$ cat config.mk
export PLATFORM = sky130hd
export DESIGN_NAME = i2c_target_rx
export DESIGN_NICKNAME = d
export VERILOG_FILES = /design/src/rtl/I2cPackage.sv /design/src/rtl/rx_fifo.sv /design/src/rtl/i2c_target_rx.sv
export SDC_FILE = /design/constraint.sdc
export NUM_CORES = 1
export LEC_CHECK = 0
export ABC_AREA = 1
export CAP_MARGIN = 40
export CORE_ASPECT_RATIO = 1.75
export CORE_UTILIZATION = 50
export DETAILED_ROUTE_END_ITERATION = 6
export GPL_TIMING_DRIVEN = 1
export PLACE_DENSITY = 0.76
export SLEW_MARGIN = 20
export SYNTH_ARGS = -nofsm -noshare
export SYNTH_HDL_FRONTEND = slang
export SYNTH_SLANG_ARGS = --single-unit
$ cat constraint.sdc
create_clock -name clk -period 2.6 [get_ports clk]
set_input_delay 0.78 -clock clk [delete_from_list [all_inputs] [get_ports clk]]
set_output_delay 0.78 -clock clk [all_outputs]
set_load 0.05 [all_outputs]
$ cat src/rtl/I2cPackage.sv
// Shared types for the write-only I2C target receiver.
// No logic; state encoding and FIFO entry layout only.
// Not applicable: no handshake lives here.
package I2cPackage;

  typedef enum logic [2:0] {
    IDLE     = 3'd0,
    ADDR     = 3'd1,
    ADDR_ACK = 3'd2,
    DATA     = 3'd3,
    DATA_ACK = 3'd4,
    IGNORE   = 3'd5
  } I2cTargetState_enum;

  // start marks the first data byte after an address ACK (display control byte)
  typedef struct packed {
    logic       start;
    logic [7:0] data;
  } rx_entry_t;

endpackage

$ cat src/rtl/rx_fifo.sv
// Small synchronous FIFO, generic over depth and entry type.
// Head is combinational from storage; push/pop take effect on the clk edge.
// Push refused when full unless a pop lands on the same edge; pop on empty ignored.
module rx_fifo #(
  parameter int  DEPTH   = 4,
  parameter type entry_t = logic [8:0]
) (
  input  logic   clk,
  input  logic   n_reset,
  input  logic   push,
  input  entry_t push_dat,
  input  logic   pop,
  output entry_t head_dat,
  output logic   full,
  output logic   empty
);

  localparam int PTR_W = $clog2(DEPTH);

  logic [PTR_W-1:0] wr_ptr_q, wr_ptr_d;
  logic [PTR_W-1:0] rd_ptr_q, rd_ptr_d;
  logic [PTR_W:0]   count_q, count_d;
  entry_t           mem_q [DEPTH];
  entry_t           mem_d [DEPTH];
  logic             do_push;
  logic             do_pop;

  assign full     = (count_q == (PTR_W+1)'(DEPTH));
  assign empty    = (count_q == '0);
  assign head_dat = mem_q[rd_ptr_q];

  // A full FIFO still accepts a push when the head leaves on the same edge.
  always_comb begin
    do_pop   = pop & ~empty;
    do_push  = push & (~full | pop);
    mem_d    = mem_q;
    wr_ptr_d = wr_ptr_q;
    rd_ptr_d = rd_ptr_q;
    count_d  = count_q;
    if (do_push) begin
      mem_d[wr_ptr_q] = push_dat;
      wr_ptr_d        = wr_ptr_q + 1'b1;
    end
    if (do_pop) begin
      rd_ptr_d = rd_ptr_q + 1'b1;
    end
    case ({do_push, do_pop})
      2'b10:   count_d = count_q + 1'b1;
      2'b01:   count_d = count_q - 1'b1;
      default: count_d = count_q;
    endcase
  end

  // Storage and pointers; reset empties the FIFO and clears storage.
  always_ff @(posedge clk or negedge n_reset) begin
    if (!n_reset) begin
      wr_ptr_q <= '0;
      rd_ptr_q <= '0;
      count_q  <= '0;
      for (int i = 0; i < DEPTH; i++) mem_q[i] <= '0;
    end else begin
      wr_ptr_q <= wr_ptr_d;
      rd_ptr_q <= rd_ptr_d;
      count_q  <= count_d;
      mem_q    <= mem_d;
    end
  end

endmodule

$ cat src/rtl/i2c_target_rx.sv
// Write-only I2C target: START/STOP decode, address match, ACK, byte queue.
// Pin-to-action SYNC_STAGES+1 clks; push SYNC_STAGES+2 after raw 8th SCL rise.
// Consumer pops via rx_pop; a byte arriving to a full FIFO is NACKed and flagged.
module i2c_target_rx
  import I2cPackage::*;
#(
  parameter logic [6:0] ADDRESS     = 7'h3C,
  parameter int         FIFO_DEPTH  = 4,
  parameter int         SYNC_STAGES = 2
) (
  input  logic       clk,
  input  logic       n_reset,
  input  logic       SCL,
  input  logic       SDA_IN,
  output logic       SDA_OUT,
  output logic [7:0] rx_data,
  output logic       rx_start,
  output logic       rx_valid,
  input  logic       rx_pop,
  output logic       busy,
  output logic       overflow,
  input  logic       clear_overflow
);

  logic [SYNC_STAGES-1:0] scl_sync_q, scl_sync_d;
  logic [SYNC_STAGES-1:0] sda_sync_q, sda_sync_d;
  logic                   scl_prev_q, scl_prev_d;
  logic                   sda_prev_q, sda_prev_d;
  I2cTargetState_enum     state_q, state_d;
  logic [2:0]             bit_cnt_q, bit_cnt_d;
  logic [7:0]             shift_q, shift_d;
  logic                   byte_done_q, byte_done_d;
  logic                   push_req_q, push_req_d;
  logic                   accepted_q, accepted_d;
  logic                   first_q, first_d;
  logic                   busy_q, busy_d;
  logic                   overflow_q, overflow_d;
  logic                   sda_out_q, sda_out_d;

  logic      scl_s, sda_s, scl_rise, scl_fall, start_det, stop_det;
  logic      fifo_full, fifo_empty, push_ok;
  rx_entry_t push_entry, head_entry;

  assign scl_s     = scl_sync_q[SYNC_STAGES-1];
  assign sda_s     = sda_sync_q[SYNC_STAGES-1];
  assign scl_rise  = scl_s & ~scl_prev_q;
  assign scl_fall  = ~scl_s & scl_prev_q;
  // SCL must be steadily high so a clock edge is never taken as START/STOP
  assign start_det = scl_s & scl_prev_q & sda_prev_q & ~sda_s;
  assign stop_det  = scl_s & scl_prev_q & ~sda_prev_q & sda_s;

  assign push_ok          = ~fifo_full | rx_pop;
  assign push_entry.start = first_q;
  assign push_entry.data  = shift_q;

  assign SDA_OUT  = sda_out_q;
  assign busy     = busy_q;
  assign overflow = overflow_q;
  assign rx_valid = ~fifo_empty;
  assign rx_data  = rx_valid ? head_entry.data : 8'h00;
  assign rx_start = rx_valid & head_entry.start;

  // Pin synchronizers plus one extra copy of the last stage for edge detect.
  always_comb begin
    scl_sync_d = {scl_sync_q[SYNC_STAGES-2:0], SCL};
    sda_sync_d = {sda_sync_q[SYNC_STAGES-2:0], SDA_IN};
    scl_prev_d = scl_s;
    sda_prev_d = sda_s;
  end

  // Protocol FSM, deferred FIFO push and ACK drive; START/STOP override everything.
  always_comb begin
    state_d     = state_q;
    bit_cnt_d   = bit_cnt_q;
    shift_d     = shift_q;
    byte_done_d = byte_done_q;
    push_req_d  = 1'b0;
    accepted_d  = accepted_q;
    first_d     = first_q;
    busy_d      = busy_q;
    overflow_d  = overflow_q;
    // registered from state so the line moves one clk after the state does
    sda_out_d   = ~((state_q == ADDR_ACK) || (state_q == DATA_ACK));

    if (clear_overflow) overflow_d = 1'b0;

    // the push lands one clk after the 8th bit; its outcome picks ACK or NACK
    if (push_req_q) begin
      accepted_d = push_ok;
      if (push_ok) first_d = 1'b0;
      else         overflow_d = 1'b1;
    end

    if (stop_det) begin
      state_d     = IDLE;
      busy_d      = 1'b0;
      byte_done_d = 1'b0;
    end else if (start_det) begin
      state_d     = ADDR;
      bit_cnt_d   = 3'd0;
      byte_done_d = 1'b0;
      busy_d      = 1'b0;
    end else begin
      case (state_q)
        ADDR, DATA: begin
          if (scl_rise && !byte_done_q) begin
            shift_d   = {shift_q[6:0], sda_s};
            bit_cnt_d = bit_cnt_q + 3'd1;
            if (bit_cnt_q == 3'd7) begin
              byte_done_d = 1'b1;
              push_req_d  = (state_q == DATA);
            end
          end else if (scl_fall && byte_done_q) begin
            byte_done_d = 1'b0;
            bit_cnt_d   = 3'd0;
            if (state_q == ADDR) begin
              if ((shift_q[7:1] == ADDRESS) && !shift_q[0]) begin
                state_d = ADDR_ACK;
                busy_d  = 1'b1;
                first_d = 1'b1;
              end else begin
                state_d = IGNORE;
              end
            end else begin
              state_d = accepted_q ? DATA_ACK : IGNORE;
            end
          end
        end
        ADDR_ACK, DATA_ACK: begin
          if (scl_fall) state_d = DATA;
        end
        default: ;
      endcase
    end
  end

  // All target state; reset releases SDA at once and idles the bus view high.
  always_ff @(posedge clk or negedge n_reset) begin
    if (!n_reset) begin
      scl_sync_q  <= '1;
      sda_sync_q  <= '1;
      scl_prev_q  <= 1'b1;
      sda_prev_q  <= 1'b1;
      state_q     <= IDLE;
      bit_cnt_q   <= 3'd0;
      shift_q     <= 8'h00;
      byte_done_q <= 1'b0;
      push_req_q  <= 1'b0;
      accepted_q  <= 1'b0;
      first_q     <= 1'b0;
      busy_q      <= 1'b0;
      overflow_q  <= 1'b0;
      sda_out_q   <= 1'b1;
    end else begin
      scl_sync_q  <= scl_sync_d;
      sda_sync_q  <= sda_sync_d;
      scl_prev_q  <= scl_prev_d;
      sda_prev_q  <= sda_prev_d;
      state_q     <= state_d;
      bit_cnt_q   <= bit_cnt_d;
      shift_q     <= shift_d;
      byte_done_q <= byte_done_d;
      push_req_q  <= push_req_d;
      accepted_q  <= accepted_d;
      first_q     <= first_d;
      busy_q      <= busy_d;
      overflow_q  <= overflow_d;
      sda_out_q   <= sda_out_d;
    end
  end

  rx_fifo #(
    .DEPTH  (FIFO_DEPTH),
    .entry_t(rx_entry_t)
  ) u_rx_fifo (
    .clk     (clk),
    .n_reset (n_reset),
    .push    (push_req_q),
    .push_dat(push_entry),
    .pop     (rx_pop),
    .head_dat(head_entry),
    .full    (fifo_full),
    .empty   (fifo_empty)
  );

endmodule

==> out/metrics.cfg, run 1 <==
[cts]
post-cts-setup-buffers = 0
cts_sinks = 70
holdBufCountCts = 0
clk_latency_ps = 330
cts_tree = yes
cts_made_buffers = 9
cts_resized = 0
root_buffer = clkbuf_16
clockBufferDepth = 2
htreeDepth = 3
clk_pin_slew_ps = 50

[power_and_ir_drop]
peakVddDrop_mv = 0.647
power_mw = 4.75
p_leak_nw = 2.01
power.density_mw_per_mm2 = 1170

[floorplanning]
chipHeight_microns = 111
die_x_microns = 64.3
die-area_sq_mm = 0.00714
ioPinCount = 19
initial_core_util = 0.519
core_sq_mm = 0.00654
num_rows = 39

[detailed_routing]
drt_first_pass_iters = 4
wl_microns = 6490
wire_per_inst_microns = 13.3
dr.first_iter.drc_count = 158
via_per_inst = 5.20
post-route-drc-count = 0
dr_total_vias = 2531
ant_nets = 0

[final_layout]
postLayoutCoreUtil = 0.623
final-seq-area_sq_mm = 0.00176
nFillCells = 552
final_cell_mix = nand2_1, dfrtp_1, inv_1, o21ai_0, a21oi_1
multiInputGateArea_sq_mm = 0.00135
antennaDiodeCount = 0
nets = 414
fin_area_sq_mm = 0.00407
drive_above_1_share = 0.163
syn_to_final_growth_pct = 20.0
layout_commonest_cell = nand2_1
fin_cells = 487

[sta]
fmax_mhz = 401
maxSlewViolCount = 0
fin_skew_ps = 4.71
rsz0062_at_grt = false
post-route-min-period_ps = 2490
maxSlewHeadroom = 0.661
setup_viol = 0
hold_viol = 0
tightest_slew_ps = 506
finalCritPeriodShare = 0.958

[placement]
placed_area_sq_mm = 0.00374
dp_hpwl_microns = 4700
placed_cells = 471
port_buffers = 18
gp_congestion = 0.814

[critical_path]
crit_family = compound AO/OA/AOI/OAI gates
cp_common_cell = a21oi_1
crit_buf_inv = 2
worstPathArrival_ps = 1710
cp-start-kind = flip-flop
rrSetupSlack_ps = 600
slowest_delay_ps = 420
crit_chain = buf_4, a21oi_1, o21ai_0, a21oi_1, buf_12
cp_max_fo = 18
worst_ep_required_time_ps = 1820
crit_path_end_kind = output pin
path_class = flip-flop to output pin
cp_slowest_cell = dfrtp_1

[grt]
grt_pass1_wl_microns = 11500
overflow = 0
grtUsageTotal = 0.211
antenna_found_initial = 0
grt_max_degree = 71
grt_pass1_vias = 2542

[logic_synthesis]
synth-edff-count = 0
synthFlopType = dfrtp_1
synth-seq-cells = 70
netlist_instances = 375
synth_async_sr_flop_share = 1.00
synth_cell_types = 34
synth.yosys.warnings = 0
synth_fp_nets = 389
syn_avg_cell_area_sq_um = 9.06
yosysSeqAreaShare = 0.518
syn-cell-area_sq_mm = 0.00340

[run]
drv_cap = 0

[outcome]
status = complete, no violations

[worst_hold_path]
hp-class = flip-flop to flip-flop

## final timing paths
path                       cells after the start                               from                               end
setup / recovery                               5  u_rx_fifo.rd_ptr_q[0]$_DFFE_PN0P_                        rx_data[4]
max in group asynchronous                      2                            n_reset                 SDA_OUT$_DFF_PN1_
hold / removal                                 0            sda_sync_q[0]$_DFF_PN1_           sda_sync_q[1]$_DFF_PN1_
hold reg to reg                                0            sda_sync_q[0]$_DFF_PN1_           sda_sync_q[1]$_DFF_PN1_
min in group asynchronous                      2                            n_reset          bit_cnt_q[1]$_DFFE_PN0P_
setup reg to reg                              10   u_rx_fifo.count_q[0]$_DFFE_PN0P_  u_rx_fifo.count_q[2]$_DFFE_PN0P_
## flip-flops by register name, summed over array words and instances (netlist names), 2 cells and up
register / cells
bit_cnt_q: 3
scl_sync_q: 2
sda_sync_q: 2
shift_q: 8
state_q: 3
u_rx_fifo.count_q: 3
u_rx_fifo.mem_q: 36
u_rx_fifo.rd_ptr_q: 2
u_rx_fifo.wr_ptr_q: 2
## cells in the mapped netlist, types with 5 or more instances
cell | number | share of area
inv_1 | 48 | 0.053
o21ai_2 | 5 | 0.013
nand2_1 | 88 | 0.097
nor2_2 | 5 | 0.0092
o21ai_0 | 37 | 0.055
o21ai_1 | 16 | 0.024
a21oi_1 | 30 | 0.044
nor2_1 | 13 | 0.014
dfstp_2 | 7 | 0.054
buf_6 | 5 | 0.017
dfrtp_1 | 63 | 0.46
ha_1 | 7 | 0.026
o21a_1 | 10 | 0.022
## routing by layer
metal	share of wire	wire length (microns)	global-route usage	vias to the layer above
li1	-	-	-	1251
met1	0.39	2540	0.242	1223
met2	0.55	3580	0.361	38
met3	0.023	148	0.0329	19
met4	0.036	231	0.127	0
met5	0	0	0	-
## stage by stage
step,setup TNS (ps),hold WS [ps],setup slack (ps)
6_report,0,354,109
5_1_grt,0,356,13.5
4_1_cts,0,355,55.5
3_5_place_dp,-59.7,348,-59.7
3_3_place_gp,-19.7,346,-19.7
2_1_floorplan,0,345,44.9
## logic make-up after synthesis
family / synth area share
xor gates and xnor gates: 0.0129
AOI/OAI and AO/OA: 0.165
buffers and inverters: 0.0836
adders and majority gates: 0.0317
DFF: 0.518
and+or+nand+nor: 0.188
## report_power, final
part	switching (mW)	total [mW]	internal [mW]
Sequential	0.160	1.39	1.23
Clock	0.421	1.36	0.935
Combinational	1.20	2.00	0.800
## cell type report
| class | instances | share of cell area |
|---|---|---|
| Inverter | 53 | 0.0504 |
| Timing Repair Buffer | 24 | 0.0792 |
| Tap cell | 82 | 0.0252 |
| Multi-Input combinational cell | 242 | 0.332 |
| Clock inverter | 4 | 0.0233 |
| Sequential cell | 70 | 0.432 |
| Clock buffer | 12 | 0.0580 |
Power figures use the tool's default switching activity.
==> inputs of run 2 (changes only) <==
--- a/config.mk
+++ b/config.mk
@@ -7,7 +7,6 @@
 export LEC_CHECK = 0
 export ABC_AREA = 1
 export CAP_MARGIN = 40
-export CORE_ASPECT_RATIO = 1.75
 export CORE_UTILIZATION = 50
 export DETAILED_ROUTE_END_ITERATION = 6
 export GPL_TIMING_DRIVEN = 1
==> run 2 against run 1 <==
Net effect: power shrank 8.2%; via count is 1.2% lower; largest cell class unchanged; utilization fell by 0.78 points; the flow now finishes with violations (DRC); critical path type unchanged.
==> out/metrics.cfg, run 2 (same netlist as run 1, synthesis figures left out) <==
[outcome]
status = finished with violations  ; was complete, no violations
violations = DRC

[final_layout]
fin_cells = 485  ; was 487
drive_above_1_share = 0.172  ; was 0.163
layout_commonest_cell = nand2_1  ; unchanged
nets = 417  ; was 414
largestRegisters = u_rx_fifo.mem_q: 36 flops, shift_q: 8 flops  ; unchanged
top_register = u_rx_fifo.mem_q  ; unchanged
antennaDiodeCount = 0  ; unchanged
syn_to_final_growth_pct = 17.0  ; was 20.0%
fin_area_sq_mm = 0.00397  ; was 0.00407 sq mm
final_cell_mix = nand2_1, dfrtp_1, inv_1, o21ai_0, a21oi_1  ; unchanged
largest_reg_flops = 36  ; unchanged

[cts]
clockBufferDepth = 2  ; unchanged
post-cts-setup-buffers = 0  ; unchanged
cts_made_buffers = 9  ; unchanged
cts_sinks = 70  ; unchanged
root_buffer = clkbuf_8  ; was clkbuf_16
clk_pin_slew_ps = 70  ; was 50 ps
clk_latency_ps = 350  ; was 330 ps
cts_resized = 0  ; unchanged
cts_tree = yes  ; unchanged
holdBufCountCts = 0  ; unchanged
htreeDepth = 3  ; unchanged

[placement]
placed_area_sq_mm = 0.00375  ; was 0.00374 sq mm
placed_cells = 469  ; was 471
dp_hpwl_microns = 4630  ; was 4700 microns
port_buffers = 18  ; unchanged
post-place-ws_ps = -43.6  ; was -59.7 ps
gp_congestion = 0.823  ; was 0.814

[critical_path]
cp_slowest_cell = clkdlybuf4s50_1  ; was dfrtp_1
crit_path_end_kind = output pin  ; unchanged
worstReg2RegStart = u_rx_fifo.count_q[0]$_DFFE_PN0P_  ; unchanged
path_class = flip-flop to output pin  ; unchanged
worst_ep_required_time_ps = 1820  ; about the same
r2r_end = u_rx_fifo.count_q[2]$_DFFE_PN0P_  ; unchanged
slowest_delay_ps = 810  ; was 420 ps
cp-start-kind = flip-flop  ; unchanged
crit_end = rx_valid  ; was rx_data[4]
crit_path_start = u_rx_fifo.count_q[0]$_DFFE_PN0P_  ; was u_rx_fifo.rd_ptr_q[0]$_DFFE_PN0P_
rrSetupSlack_ps = 610  ; was 600 ps
crit_family = buffers and inverters  ; was compound AO/OA/AOI/OAI gates
crit_chain = nor2_4, nand2_1, clkdlybuf4s50_1  ; was buf_4, a21oi_1, o21ai_0, a21oi_1, buf_12
cp_max_fo = 3  ; was 18
worstPathArrival_ps = 1760  ; was 1710 ps
worstRegToRegCells = 10  ; unchanged
crit_buf_inv = 1  ; was 2
path_depth = 3  ; was 5

[floorplanning]
core_sq_mm = 0.00646  ; was 0.00654 sq mm
die_x_microns = 84.4  ; was 64.3 microns
ioPinCount = 19  ; unchanged
chipHeight_microns = 84.4  ; was 111 microns
num_rows = 29  ; was 39
die-area_sq_mm = 0.00713  ; was 0.00714 sq mm
initial_core_util = 0.526  ; was 0.519

[grt]
grt_max_degree = 37  ; was 71
antenna_found_initial = 0  ; unchanged
grt_pass1_wl_microns = 11800  ; was 11500 microns
grtUsageTotal = 0.211  ; about the same
overflow = 0  ; unchanged
grt_pass1_vias = 2546  ; was 2542

[power_and_ir_drop]
peakVddDrop_mv = 0.546  ; was 0.647 mV
p_leak_nw = 1.98  ; was 2.01 nW
power_mw = 4.36  ; was 4.75 mW
power.density_mw_per_mm2 = 1100  ; was 1170 mW/mm^2

[sta]
fmax_mhz = 394  ; was 401 MHz
setup_slack_ps = 62.7  ; was 109 ps
fin_skew_ps = 5.37  ; was 4.71 ps
hold_viol = 0  ; unchanged
maxSlewHeadroom = 0.664  ; was 0.661
finalCritPeriodShare = 0.976  ; was 0.958
tightest_slew_ps = 503  ; was 506 ps
rsz0062_at_grt = false  ; unchanged
maxSlewViolCount = 0  ; unchanged
setup_viol = 0  ; unchanged
post-route-min-period_ps = 2540  ; was 2490 ps

[detailed_routing]
via_per_inst = 5.16  ; was 5.20
post-route-drc-count = 2  ; was 0
dr_total_vias = 2501  ; was 2531
wire_per_inst_microns = 13.2  ; was 13.3 microns
ant_nets = 0  ; unchanged
drt_first_pass_iters = 6  ; was 4
wl_microns = 6420  ; was 6490 microns
dr.first_iter.drc_count = 197  ; was 158

[worst_hold_path]
holdPathStages = 0  ; unchanged
hp-class = flip-flop to flip-flop  ; unchanged

[run]
drv_cap = 0  ; unchanged

## run 2: cell types whose count changed in the layout (fill, tap and decap cells not counted), sizes merged
cell | previous run | this run
buf | 16 | 19
bufinv | 3 | 2
clkinv | 1 | 3
clkinvlp | 1 | 0
## run 2: power breakdown
| group | leakage, nW | switching, mW | internal [mW] | total (mW) |
|---|---|---|---|---|
| logic | 1.05 | 1.20 | 0.813 | 2.01 |
| registers | 0.817 | 0.156 | 1.23 | 1.39 |
| clock network | 0.110 | 0.400 | 0.564 | 0.963 |
| total | 1.98 | 1.75 | 2.61 | 4.36 |
## run 2: area by class of cell
type / count / area, sq um
timing repair buffer: 27 / 345
inverter: 53 / 201
fill: 528 / 2480
tap: 77 / 96.3
sequential: 70 / 1760
multi-input combinational: 242 / 1360
clock inverter: 4 / 70.1
clock buffer: 12 / 145
## run 2: stage by stage
stage / TNS (ps) / hold slack (ps) / utilization
global route: 0 / 361 / 0.615
detailed placement: -43.6 / 347 / 0.581
finish: 0 / 358 / 0.615
global placement: -16.3 / 347 / 0.581
CTS: 0 / 360 / 0.615
floorplan: 0 / 345 / -
## run 2: metal layers
| layer | part of all wire | GRT usage | vias up |
|---|---|---|---|
| met5 | 0 | 0 | - |
| met4 | 0.021 | 0.102 | 0 |
| met3 | 0.045 | 0.0403 | 16 |
| met2 | 0.44 | 0.315 | 61 |
| met1 | 0.49 | 0.298 | 1169 |
| li1 | - | - | 1255 |
## run 2: worst min-delay path by stage
stage / from / end / slack (ps)
2_1_floorplan: scl_sync_q[0]$_DFF_PN1_ / scl_sync_q[1]$_DFF_PN1_ / 350
3_5_place_dp: sda_sync_q[0]$_DFF_PN1_ / sda_sync_q[1]$_DFF_PN1_ / 350
3_3_place_gp: sda_sync_q[0]$_DFF_PN1_ / sda_sync_q[1]$_DFF_PN1_ / 350
5_1_grt: scl_sync_q[0]$_DFF_PN1_ / scl_sync_q[1]$_DFF_PN1_ / 360
4_1_cts: scl_sync_q[0]$_DFF_PN1_ / scl_sync_q[1]$_DFF_PN1_ / 360
6_report: scl_sync_q[0]$_DFF_PN1_ / scl_sync_q[1]$_DFF_PN1_ / 360
